$ cat src/rtl/ldtu_ser_lane_if.sv
// DTU-to-lane bus: parallel word plus strobe in, serial bit stream and status pulses out.
// SER_ERR_CNT_EN adds the saturating underrun counter to the bus.
interface ldtu_ser_lane_if #(
  parameter int NBITS = 32
);
  logic [NBITS-1:0] DataIn;
  logic             handshake;
  logic             DataOut;
  logic             word_start;
  logic             underrun;
  logic             overrun;
`ifdef SER_ERR_CNT_EN
  logic [7:0]       underrun_cnt;

  modport master (
    output DataIn, handshake,
    input  DataOut, word_start, underrun, overrun, underrun_cnt
  );
  modport slave (
    input  DataIn, handshake,
    output DataOut, word_start, underrun, overrun, underrun_cnt
  );
`else
  modport master (
    output DataIn, handshake,
    input  DataOut, word_start, underrun, overrun
  );
  modport slave (
    input  DataIn, handshake,
    output DataOut, word_start, underrun, overrun
  );
`endif
endinterface

$ cat src/rtl/ldtu_ser_lane.sv
// Double-buffered MSB-first serializer lane; substitutes IDLE_WORD when no word is pending.
// Optional feature macro: SER_ERR_CNT_EN (saturating 8-bit underrun counter).
module ldtu_ser_lane #(
  parameter int               NBITS     = 32,
  parameter logic [NBITS-1:0] IDLE_WORD = 32'hEAAAAAAA
) (
  input logic            clock,
  input logic            rst_b,
  ldtu_ser_lane_if.slave lane
);

  localparam int            CW   = (NBITS > 1) ? $clog2(NBITS) : 1;
  localparam logic [CW-1:0] LAST = CW'(NBITS - 1);

  logic [NBITS-1:0] sh;
  logic [NBITS-1:0] hold;
  logic [CW-1:0]    cnt;
  logic             holdValid;
  logic             armed;
  logic             hsS1;
  logic             hsS2;
  logic             hsS3;
  logic             cap;
  logic             boundary;

  assign cap          = hsS2 & ~hsS3;
  assign boundary     = (cnt == LAST);
  assign lane.DataOut = sh[NBITS-1];

  always_ff @(posedge clock or negedge rst_b) begin
    if (!rst_b) begin
      hsS1            <= 1'b0;
      hsS2            <= 1'b0;
      hsS3            <= 1'b0;
      sh              <= '0;
      cnt             <= LAST;
      hold            <= '0;
      holdValid       <= 1'b0;
      armed           <= 1'b0;
      lane.word_start <= 1'b0;
      lane.underrun   <= 1'b0;
      lane.overrun    <= 1'b0;
    end else begin
      hsS1 <= lane.handshake;
      hsS2 <= hsS1;
      hsS3 <= hsS2;

      if (boundary) begin
        sh              <= holdValid ? hold : IDLE_WORD;
        cnt             <= '0;
        lane.word_start <= 1'b1;
        lane.underrun   <= ~holdValid & armed;
      end else begin
        sh              <= sh << 1;
        cnt             <= cnt + CW'(1);
        lane.word_start <= 1'b0;
        lane.underrun   <= 1'b0;
      end

      // A capture on the boundary cycle refills hold after the shifter took the old word.
      if (cap) begin
        hold      <= lane.DataIn;
        holdValid <= 1'b1;
        armed     <= 1'b1;
      end else if (boundary) begin
        holdValid <= 1'b0;
      end

      lane.overrun <= cap & holdValid & ~boundary;
    end
  end

`ifdef SER_ERR_CNT_EN
  always_ff @(posedge clock or negedge rst_b) begin
    if (!rst_b) begin
      lane.underrun_cnt <= 8'h00;
    end else if (boundary && !holdValid && armed && (lane.underrun_cnt != 8'hFF)) begin
      lane.underrun_cnt <= lane.underrun_cnt + 8'd1;
    end
  end
`endif

endmodule

$ cat src/flat_wrapper.sv
// flat-port wrapper written by rule: the top's interface ports become plain ports
module ldtu_ser_lane_flat 
#(
  parameter int               NBITS     = 32,
  parameter logic [NBITS-1:0] IDLE_WORD = 32'hEAAAAAAA
)
  (clock, rst_b, lane_DataIn, lane_handshake, lane_DataOut, lane_word_start, lane_underrun, lane_overrun);
  ldtu_ser_lane_if #(.NBITS(NBITS)) lane_i ();
  input logic clock;
  input logic rst_b;
  input wire logic [$bits(lane_i.DataIn)-1:0] lane_DataIn;
  input wire logic [$bits(lane_i.handshake)-1:0] lane_handshake;
  output wire logic [$bits(lane_i.DataOut)-1:0] lane_DataOut;
  output wire logic [$bits(lane_i.word_start)-1:0] lane_word_start;
  output wire logic [$bits(lane_i.underrun)-1:0] lane_underrun;
  output wire logic [$bits(lane_i.overrun)-1:0] lane_overrun;
  assign lane_i.DataIn = lane_DataIn;
  assign lane_i.handshake = lane_handshake;
  assign lane_DataOut = lane_i.DataOut;
  assign lane_word_start = lane_i.word_start;
  assign lane_underrun = lane_i.underrun;
  assign lane_overrun = lane_i.overrun;
  ldtu_ser_lane #(.NBITS(NBITS), .IDLE_WORD(IDLE_WORD)) u_core (.clock(clock), .rst_b(rst_b), .lane(lane_i));
endmodule
$ cat config.mk
export PLATFORM = sky130hd
export DESIGN_NAME = ldtu_ser_lane_flat
export DESIGN_NICKNAME = d
export VERILOG_FILES = /design/src/rtl/ldtu_ser_lane_if.sv /design/src/rtl/ldtu_ser_lane.sv /design/src/flat_wrapper.sv
export SDC_FILE = /design/constraint.sdc
export NUM_CORES = 1
export LEC_CHECK = 0
export BUFFER_PORTS_ARGS = -buffer_cell sky130_fd_sc_hd__buf_2
export CAP_MARGIN = 30
export CORE_AREA = 2 2 63 89
export CTS_BUF_LIST = sky130_fd_sc_hd__clkbuf_4 sky130_fd_sc_hd__clkbuf_8
export DETAILED_ROUTE_END_ITERATION = 10
export DIE_AREA = 0 0 65 91
export PLACE_DENSITY_LB_ADDON = 0.25
export SLEW_MARGIN = 20
export SYNTH_ARGS = -nofsm -noshare
export SYNTH_HDL_FRONTEND = slang
export SYNTH_SLANG_ARGS = --single-unit
$ cat constraint.sdc
create_clock -name clock -period 2.16 [get_ports clock]
set_clock_uncertainty 0.1 [all_clocks]
set_input_delay 0.648 -clock clock [delete_from_list [all_inputs] [get_ports clock]]
set_output_delay 0.648 -clock clock [all_outputs]
set_load 0.005 [all_outputs]
# ---- Yosys cells after proc, flatten, opt, wreduce, memory -nomap -nowiden
# Index checks and enable logic that the tools add are counted.
dict set report totals {
  ff_bits 77
  out_inout_bits 4
}
dict set report classes {
  eq_ne 1
  n_mux 7
  bitwise_logic 7
  n_reduce_logical 1
  add_sub_neg 1
}
# op count
set ops {}
lappend ops {{$mux 32} 2}
lappend ops {{$add 5x1->5 const B} 1}
lappend ops {{$eq 5x5->1 const B} 1}
lappend ops {{$mux 5} 1}
lappend ops {{$and 1x1->1} 4}
lappend ops {{$mux 1} 4}
lappend ops {{$not 1->1} 3}
lappend ops {{$reduce_bool 2->1} 1}

# ---- Logic depth before layout (Yosys ltp)
dict set report depth {
  depth_word 4
  mapped_depth 8
  depth_no_buf 5
}

# ---- Worst setup path after synthesis
# OpenSTA, ideal clock, no wires.
dict set report synth_timing {
  kind {flip-flop to flip-flop}
  start {reg u_core.cnt[0]}
  end {reg u_core.sh[11]}
  arrival_time_ns 1.589
  period_less_slack_ns 1.810
  setup_ns 0.121
  path_slack_ns 0.350
  stages_incl_launch_ff 8
  t_required_ns 1.939
  cell_sequence {dfstp_2 > ha_1 > and3_1 > ha_1 > buf_6 > nand2_1 > buf_2 > o22a_1}
}
dict set report synth_via {
  elab_chain_cells 2
}
# element line
set synth_lines {}
lappend synth_lines {{start, declared} ldtu_ser_lane.sv:17} ;# logic [CW-1:0] cnt;
lappend synth_lines {{start signal, assigned} ldtu_ser_lane.sv:55} ;# cnt <= cnt + CW'(1);
lappend synth_lines {{$eq 5x5->1} ldtu_ser_lane.sv:27} ;# assign boundary = (cnt == LAST);
lappend synth_lines {{$mux 32} ldtu_ser_lane.sv:48} ;# if (boundary) begin
lappend synth_lines {{end signal, assigned} ldtu_ser_lane.sv:49} ;# sh <= holdValid ? hold : IDLE_WORD;
lappend synth_lines {{end signal, assigned} ldtu_ser_lane.sv:54} ;# sh <= sh << 1;
lappend synth_lines {{end, declared} ldtu_ser_lane.sv:15} ;# logic [NBITS-1:0] sh;
# Every way passes these cells.
# A chain may end at the register's enable or synchronous reset.

# ---- Worst setup path in the final report
dict set report layout_timing {
  start {reg u_core.cnt[0]}
  end {reg u_core.sh[22]}
}
# The elaborated chain is that of the path after synthesis.

==> results.md <==
* Initial antenna violation count at 0
* Row count at 31
* Hold Worst Slack at 0.1455 ns
* Delay-heaviest family, CP: flip-flops
* Wire per inst at 17.23 um
* Fin crit period at 1.955 ns
* Final setup fails at 0
* Layout cells sized above 1 at 45.54%
* Clock tree sinks at 77
* CTS resizes at 0
* Number of setup buffers added after CTS at 0
* Routed Antenna Nets at 0
* Via count at 1,580
* 1st-pass router iterations at 4
* Final Hold Viols at 0
* Syn Area/Cell at 16.94 um2
* Worst Max-Slew Pin Slew at 0.5006 ns
* Clock latency on the worst-skew pair at 0.34 ns
* Leakage at 1.645 nW
* Starting Density at 58.36%
* Gr usage total at 19.61%
* Vias/cell at 5.448
* Global-route wire length before repair at 8521 um
* CTS Buffer Depth at 2
* Die height at 91 um
* Hold Path Class: primary input to async pin
* Req. time, crit path at 2.33 ns
* CP Launch Type: register
* Placed Area at 3173 um2
* RSZ-0062 raised after global routing: no
* Slowest CP cell: dfstp_2
* Port Buf Inserts at 38
* Max Cap Viol at 0
* WL final at 4996 um
* Peak supply drop at 0.5834 mV
* Critical Path End Type: register
* Worst path most repeated cell: ha_1
* Cts bufs inserted at 9
* Synthesis-to-finish area growth at 13.67%
* Register Area at 1933 um2
* Total grt overflow at 0
* Number of synthesized register bits at 77
* Die width at 65 um
* Outcome: complete, no violations
* Slew HR at 66.59%
* Final Cell Area at 3371 um2
* Vias in the first global route at 1,756
* Crit share post-route at 90.53%
* PD cells at 886.9 nW/um2
* Post-Syn Instances at 175
* Hold-fix buffers, CTS at 0
* HPWL Detailed at 3376 um
* Part of the Yosys area used for sequential elements at 65.19%
* H-Tree Depth at 3
* Worst-path clk slew at 0.08 ns
* Critical path buffers and inverters at 1
* Die Area at 5915 um2
* Critical path cell sequence: ha_1 > and3_1 > ha_1 > buf_4 > and2_4 > a22o_1
* Max Fclk at 511.4 MHz
* Area of the multi-input gates at 898.4 um2
* TritonCTS clock tree: done
* Mapped Area at 2965 um2
* Synth warn at 0
* Crit-path max FO at 14
* Mapped Nets at 213
* R2R Path Start: u_core.cnt[0]
* First DRT Iteration DRCs at 120
* Crit path DAT at 2.13 ns
* GP Congestion at 0.6534
* # IOs at 39
* FILL cells at 368
* Core area at 5081 um2
* CP Class: register to register
* CTS root buf: clkbuf_8
* DRC violation count after routing at 0
* Largest net degree at the start of global routing at 36
* ANT cells at 0
* Yosys cell types at 24
* Critical path's largest stage delay at 0.55 ns
* Post-Route Setup TNS at 0 ns
* Nets at 257
* Crit path from: u_core.cnt[0]
* Final slew viol count at 0
==> final cells by class <==
class / count / area share [%]
sequential: 77 / 57.35
multi-input combinational: 84 / 26.65
timing repair buffer: 44 / 7.424
clock buffer: 11 / 4.306
tap: 66 / 2.450
clock inverter: 5 / 1.485
inverter: 3 / 0.3341
==> metrics by stage <==
step	utilization, %	total power, mW	setup slack [ns]	std cells
after floorplan	-	1.851	0.3502	175
after CTS	66.29	3.025	0.1011	290
after global routing	66.34	3.122	0.1029	290
after detailed placement	62.45	1.959	0.1164	274
final	66.34	2.989	0.2045	290
after global placement	62.45	1.938	0.2139	274
==> worst paths after layout <==
| check | to | slack [ns] | cells after the start |
|---|---|---|---|
| max in group asynchronous | u_core.sh[9] | 1.29 | 2 |
| hold / removal | u_core.sh[28] | 0.15 | 1 |
| setup / recovery | u_core.sh[22] | 0.20 | 6 |
| min in group clock | u_core.hsS2 | 0.26 | 0 |
| hold reg to reg | u_core.hsS2 | 0.26 | 0 |
| setup reg to reg | u_core.sh[22] | 0.20 | 6 |
==> sequential cells by signal, indices dropped and copies added (netlist names) <==
| register | count |
|---|---|
| u_core.hsS1 | 1 |
| u_core.hold | 32 |
| u_core.armed | 1 |
| u_core.lane.underrun | 1 |
| u_core.hsS3 | 1 |
| u_core.cnt | 5 |
| u_core.sh | 32 |
| u_core.holdValid | 1 |
| u_core.lane.overrun | 1 |
| u_core.hsS2 | 1 |
| u_core.lane.word_start | 1 |
==> power by group <==
| group | internal [mW] | leakage (nW) | switching (mW) |
|---|---|---|---|
| sequential | 1.57 | 0.934 | 0.0769 |
| clock | 0.570 | 0.106 | 0.489 |
| combinational | 0.187 | 0.604 | 0.0916 |
| total | 2.33 | 1.64 | 0.658 |
==> cells in the final DEF, fill, tap and decap left out, drive strengths merged <==
cell	instances
nor3	1
ha	3
dfrtp	72
and3	3
o21ai	1
mux2	33
a22o	14
and2	1
inv	3
clkinv	4
nand2b	1
buf	44
or2b	1
o22a	16
nand3	1
nor2	4
dfstp	5
xnor2	1
bufinv	1
a31oi	1
clkbuf	11
nor2b	2
nand2	1
==> cell families (layout without fill, tap and decap cells) <==
family	Yosys count	in the layout	share of synthesized area [%]
flops	77	77	65.19
mux	33	33	16.33
compound gates	32	32	9.240
simple gates	15	15	3.080
buf+inv	14	63	4.599
fa+ha+maj	3	3	1.266
xor+xnor	1	1	0.2954
==> cells in the mapped netlist <==
library cell   n  area (um2)
dfrtp_1       72        1802
mux2_4        30       450.4
o22a_1        16       140.1
a22o_1        14       122.6
dfstp_2        5       131.4
buf_2          4       20.02
buf_6          4       45.04
nor2_1         4       15.01
and3_1         3       18.77
buf_12         3       60.06
ha_1           3       37.54
inv_1          3       11.26
mux2_2         3       33.78
a31oi_1        1       6.260
and2_4         1       8.760
nand2_1        1       3.750
nand2b_1       1       6.260
nand3_1        1       5.000
nor2b_1        1       6.260
nor2b_4        1       13.76
nor3_1         1       5.000
o21ai_0        1       5.000
or2b_2         1       8.760
xnor2_1        1       8.760
==> metal layers <==
layer	routed length [um]	vias to the layer above	GRT usage (%)
met2	2573	43	30.58
met1	2091	817	25.13
met4	86	0	8.511
met5	0	-	0
li1	-	711	-
met3	245	9	6.072
No activity file was read; power rests on OpenSTA's default activity.
